File: src/rtl/thread_scheduler.sv
// rtl/thread_scheduler.sv - round-robin thread selector with per-thread enable, time slice and hold
module thread_scheduler #(
    parameter int NUM_THREADS = 4,
    parameter int TID_W       = $clog2(NUM_THREADS),
    parameter int SLICE_W     = 4
) (
    input  logic                   clk,
    input  logic                   rst,
    input  logic [NUM_THREADS-1:0] thread_en_i,
    input  logic [SLICE_W-1:0]     slice_len_i,
    input  logic                   hold_i,
    output logic [TID_W-1:0]       thread_id_o,
    output logic                   switch_o,
    output logic                   idle_o,
    output logic [SLICE_W-1:0]     slice_cnt_o
);

    logic [TID_W-1:0]   thread_id_q, thread_id_d;
    logic [SLICE_W-1:0] slice_cnt_q, slice_cnt_d;
    logic               switch_q, switch_d;
    logic               idle_q, idle_d;

    logic [SLICE_W-1:0] last_cnt;
    logic [TID_W-1:0]   next_id;
    logic [TID_W-1:0]   cand;
    logic               found;
    logic               slice_end;
    int                 idx;

    // Length 0 behaves as 1, so the last count of the slice is 0 in both cases.
    assign last_cnt  = (slice_len_i == '0) ? '0 : slice_len_i - 1'b1;
    assign slice_end = (slice_cnt_q >= last_cnt) || !thread_en_i[thread_id_q];

    // Search cur+1, cur+2, ... and finally cur itself; wraps at NUM_THREADS.
    always_comb begin
        next_id = thread_id_q;
        found   = 1'b0;
        idx     = 0;
        cand    = '0;
        for (int k = 1; k <= NUM_THREADS; k++) begin
            idx = int'(thread_id_q) + k;
            if (idx >= NUM_THREADS) begin
                idx = idx - NUM_THREADS;
            end
            cand = TID_W'(idx);
            if (!found && thread_en_i[cand]) begin
                found   = 1'b1;
                next_id = cand;
            end
        end
    end

    always_comb begin
        thread_id_d = thread_id_q;
        slice_cnt_d = slice_cnt_q;
        switch_d    = 1'b0;
        idle_d      = idle_q;
        if (hold_i) begin
            idle_d = idle_q;
        end else if (thread_en_i == '0) begin
            slice_cnt_d = '0;
            idle_d      = 1'b1;
        end else if (slice_end) begin
            thread_id_d = next_id;
            slice_cnt_d = '0;
            idle_d      = 1'b0;
            switch_d    = (next_id != thread_id_q);
        end else begin
            slice_cnt_d = slice_cnt_q + 1'b1;
            idle_d      = 1'b0;
        end
    end

    always_ff @(posedge clk) begin
        if (rst) begin
            thread_id_q <= '0;
            slice_cnt_q <= '0;
            switch_q    <= 1'b0;
            idle_q      <= 1'b0;
        end else begin
            thread_id_q <= thread_id_d;
            slice_cnt_q <= slice_cnt_d;
            switch_q    <= switch_d;
            idle_q      <= idle_d;
        end
    end

    assign thread_id_o = thread_id_q;
    assign slice_cnt_o = slice_cnt_q;
    assign switch_o    = switch_q;
    assign idle_o      = idle_q;

endmodule

File: config.mk
export PLATFORM = sky130hd
export DESIGN_NAME = thread_scheduler
export DESIGN_NICKNAME = d
export VERILOG_FILES = /design/src/rtl/thread_scheduler.sv
export SDC_FILE = /design/constraint.sdc
export NUM_CORES = 1
export LEC_CHECK = 0
export CAP_MARGIN = 10
export CORE_MARGIN = 4
export CORE_UTILIZATION = 35
export DETAILED_ROUTE_END_ITERATION = 10
export GPL_TIMING_DRIVEN = 0
export PLACE_DENSITY_LB_ADDON = 0.3
export SYNTH_ARGS = -nofsm -noshare
export SYNTH_HDL_FRONTEND = slang
export SYNTH_SLANG_ARGS = --single-unit
File: constraint.sdc
create_clock -name clk -period 2.2 [get_ports clk]
set_clock_uncertainty 0.2 [all_clocks]
set_input_delay 0.33 -clock clk [delete_from_list [all_inputs] [get_ports clk]]
set_output_delay 0.33 -clock clk [all_outputs]
set_load 0.05 [all_outputs]
Word level (Yosys, flattened, before mapping)
Cells that the tools add are included.
- $add $sub $neg: 10
- reduce and logical (&&, ||, !) cells: 12
- eq/ne operators: 1
- muxes and demuxes: 25
- bitwise gates (word level): 3
- $lt $le $gt $ge: 10
- operators by type and width (cell ; count):
    two-way mux 2 bit ; 8
    < comparator 2 x 3 -> 1 bit, second input constant ; 5
    two-way mux 4 bit ; 3
    binary-select mux 1 bit (select 2 bit) ; 5
    greater-or-equal comparator 3 bit, second input constant ; 3
    two-way mux 1 bit ; 9
    logical NOT 4 bit ; 2
    subtractor 2 x 1 -> 2 bit, second input constant ; 4
    adder 2 x 2 -> 3 bit, second input constant ; 2
    adder 2 x 3 -> 4 bit, second input constant ; 1
    adder 4 x 1 -> 4 bit, second input constant ; 1
    greater-or-equal comparator 4 x 3 -> 1 bit, second input constant ; 1
    greater-or-equal comparator 4 bit ; 1
    logical NOT 1 bit ; 4
    OR reduction 4 bit ; 1
    subtractor 4 x 1 -> 4 bit, second input constant ; 1
    adder 2 x 1 -> 3 bit, second input constant ; 1
    logical AND 1 bit ; 3
    NOT 1 bit ; 3
    AND reduction 3 bit ; 1
    != test 2 bit ; 1
    logical OR 1 bit ; 1
- flip-flop bits (word level): 8
- output and inout port bits: 8
- bits of input ports: 11

Depth between registers and ports, before layout
Gate-level depths: netlist (run 1).
- word-level depth: 16
- mapped depth: 9

Worst setup path after synthesis (run 1)
OpenSTA, ideal clock, no wires.
- kind: reg-to-reg
- from: reg slice_cnt_q[0] (netlist: slice_cnt_o[0])
- to: reg thread_id_q[1] (netlist: thread_id_o[1])
- clock period less this slack: 2.343 ns
- stages on the path, launching flop included: 8
- arrival: 2.057 ns
- setup slack: -0.143 ns
- library setup time: 0.086 ns
- data required time: 1.914 ns
- cell sequence: dfxtp_1 -> inv_1 -> ha_1 -> nand2b_1 -> a211oi_1 -> o22a_1 -> or4_1 -> a211oi_1
- longest elaborated chain between the ends: 3
- RTL lines (element ; line ; text):
    start, declared ; 19 ; logic [SLICE_W-1:0] slice_cnt_q, slice_cnt_d;
    start signal, assigned ; 82 ; slice_cnt_q <= slice_cnt_d;
    greater-or-equal comparator 4 bit ; 32 ; assign slice_end = (slice_cnt_q >= last_cnt) || !thread_en_i[thread_id_q];
    logical OR 1 bit ; 32 ;
    AND reduction 3 bit (no source line) ; n/a ;
    end signal, assigned ; 81 ; thread_id_q <= thread_id_d;
    end, declared ; 18 ; logic [TID_W-1:0] thread_id_q, thread_id_d;
Every way passes these cells.
A chain may end at the register's enable or synchronous reset.

Worst setup path after layout (run 1)
- from: reg thread_id_q[1] (netlist: thread_id_o[1])
- to: out thread_id_o[1]
- RTL lines (element ; line ; text):
    end, declared ; 12 ; output logic [TID_W-1:0] thread_id_o,
No word-level cell between the ends.

==> out/metrics.cfg, run 1 <==
[run_status]
outcome = finished clean

[global_routing]
grt_max_degree = 11
top_usage_layer = met1
grtUsageTotal_pct = 13.0
grt-ovfl-total = 0
grt_use_met1_pct = 18.1
use_met3_pct = 5.41
grt_pass1_vias = 592
grt_pass1_wl_um = 2660
met2_usage_pct = 17.8
antenna_found_initial = 0

[cells_and_area]
drive_above_1_share_pct = 22.5
nNetsFinal = 120
fin_util_pct = 51.1
nFillCells = 179
area_growth_pct = 32.9
antenna_cells = 0

[timing]
rsz0062_at_grt = no
tightest_slew_ps = 501
post-route-period-util_pct = 97.1
max-slew-margin-rel_pct = 66.5
finalCriticalPeriod_ps = 2140
fmax_ghz = 0.468
finalSetupViolCount = 0
final_hold_viol_count = 0
tns_ps = 0
setup_slack_ps = 63.8
slew_violations = 0

[yosys]
synthesis.area_um2 = 693
yosysWarnings = 0
synth-edff-count = 0
yosys-top-cells-count = dfxtp_1, nor2_1, a21oi_1, nand2_1, nor3_1
synth.distinct_cells = 33
yosys_most_used_dff = dfxtp_1
synthArstFlopShare_pct = 0
yosys.area.top_type = dfxtp_1
ys_seq_elements = 8
synthTopCellsByArea = dfxtp_1, ha_1, bufbuf_16, a21oi_1, mux2i_1
synth_nets = 99
synthCells = 83
seq_area_frac_synth_pct = 23.1
synth.top_cell.area_share_pct = 23.1
syn-mean-instance-area_um2 = 8.35

[critical_path]
max_stage_delay_ps = 860
critPathCaptureType = primary output
crit_chain = clkdlybuf4s50_1
crit_family = buffers and inverters
cp_slowest_cell = clkdlybuf4s50_1
path_class = reg2out
worstPathArrival_ps = 1610
cp_max_fo = 8
startpoint_type = register
crit_required_ps = 1670
critPathBufInv = 1

[power]
p_seq_share_pct = 35.3
swShare_pct = 34.7
p_leak_nw = 0.340
pwr-share-comb_pct = 39.1
power.ir.vdd_worst_v = 0.000335
p_int_mw = 0.300
p_switching_mw = 0.159
clock_power_share_pct = 25.5
power_density_mw_per_mm2 = 499

[placed_design]
gp_congestion = 0.802
pre_cts_ws_ps = -544
dpl.hpwl_um = 1180
port-buffer-count = 16

[route]
drcViolationCount = 0
dr_total_vias = 677
drtIter0Drc = 16
vias_per_cell = 5.33
drtAntennaViolNets = 0
drt_first_pass_iters = 4
wl_per_cell_um = 12.8
wirelength_um = 1620

[floorplanning]
die_area_mm2 = 0.00276
io_pins = 19
die_y_um = 52.5
start_util_pct = 38.5
core-area_mm2 = 0.00180
rows = 15
die_x_um = 52.5

[clocking]
cts-root-buf = clkbuf_4
clkTransAtPathRegs_ps = 60
cts.sinks = 8
cts_buffer_depth = 2
cts_tree = built
insertion_delay_ps = 260
numCtsBuffers = 3
h-tree-depth = 1
postCtsHoldBufs = 0

[job]
max_cap_violations = 0

[worst_hold_path]
hold_class = in2reg

## cells in the final DEF (no fill, tap or decap), types with 3 or more instances in the layout
| cell | instances |
|---|---|
| clkdlybuf4s50_1 | 12 |
| nor2_1 | 7 |
| a21oi_1 | 6 |
| nand2_1 | 6 |
| dfxtp_1 | 6 |
| nor3_1 | 5 |
| ha_1 | 4 |
| clkbuf_2 | 4 |
| inv_1 | 3 |
| mux2i_1 | 3 |
| o21ai_0 | 3 |
| nand4b_1 | 3 |
| a31oi_1 | 3 |
| nand3_1 | 3 |
| clkbuf_4 | 3 |
## final cells by class
class / instances / area [um2] / share of cell area [%]
plain buffers: 5 / 81.3 / 8.83
clock buffers: 3 / 22.5 / 2.45
inverters: 3 / 11.3 / 1.22
multi-input cells: 67 / 472 / 51.2
flip-flops and latches: 8 / 163 / 17.7
well taps: 25 / 31.3 / 3.40
repair buffers: 16 / 140 / 15.2
## registers in the layout, summed over array words and instances, names as in the netlist
name and count:
slice_cnt_o 4, idle_o 1, switch_o 1, thread_id_o 2
## power groups by stage
stage	logic, mW	registers [mW]	clock network, mW
finish	0.180	0.162	0.117
global route	0.196	0.163	0.135
CTS	0.175	0.162	0.126
detailed placement	0.175	0.165	0
global placement	0.172	0.165	0
floorplan	0.0929	0.193	0
## path summary, 6_finish.rpt
check	start	end	slack [ps]	cells after the start
worst min register to register	slice_cnt_o[0]$_SDFFE_PP0N_	slice_cnt_o[0]$_SDFFE_PP0N_	290	2
worst min-delay path	hold_i	slice_cnt_o[0]$_SDFFE_PP0N_	270	3
worst max register to register	slice_cnt_o[0]$_SDFFE_PP0N_	thread_id_o[1]$_SDFFE_PP0P_	150	7
worst max-delay path	thread_id_o[1]$_SDFFE_PP0P_	thread_id_o[1]	60	1
## stage by stage
step           hold slack, ps  power, mW  area [um2]  std cells
2_1_floorplan             332      0.285         696         83
3_3_place_gp              276      0.337         887        124
3_5_place_dp              282      0.340         887        124
4_1_cts                   255      0.463         912        127
5_1_grt                   267      0.495         921        127
6_report                  268      0.460         921        127
## routing by layer
layer | part of all wire [%] | up-vias
met2 | 45 | 23
met5 | 0 | -
met3 | 7.0 | 2
met1 | 48 | 304
met4 | 0.68 | 0
li1 | - | 348
## cells by family after synthesis
group | count (synthesis) | synth area share [%]
AOI/OAI and AO/OA | 20 | 18.6
adders and majority gates | 5 | 9.03
buffers and inverters | 8 | 13.4
DFF | 8 | 23.1
muxes | 3 | 4.33
and+or+nand+nor | 39 | 31.6
## what timing repair did
action                     in CTS  in global routing
pin swaps                       4                  6
setup endpoints to repair       7                  6
setup buffers                   0                  0
resized for setup               6                 13
(Power assumes the default switching activity.)
==> run 2: changes to the inputs <==
--- a/config.mk
+++ b/config.mk
@@ -14,3 +14,4 @@
 export SYNTH_ARGS = -nofsm -noshare
 export SYNTH_HDL_FRONTEND = slang
 export SYNTH_SLANG_ARGS = --single-unit
+export TNS_END_PERCENT = 20
==> results of run 2 <==
No change in the layout: final DEF, timing and power equal those of run 1.
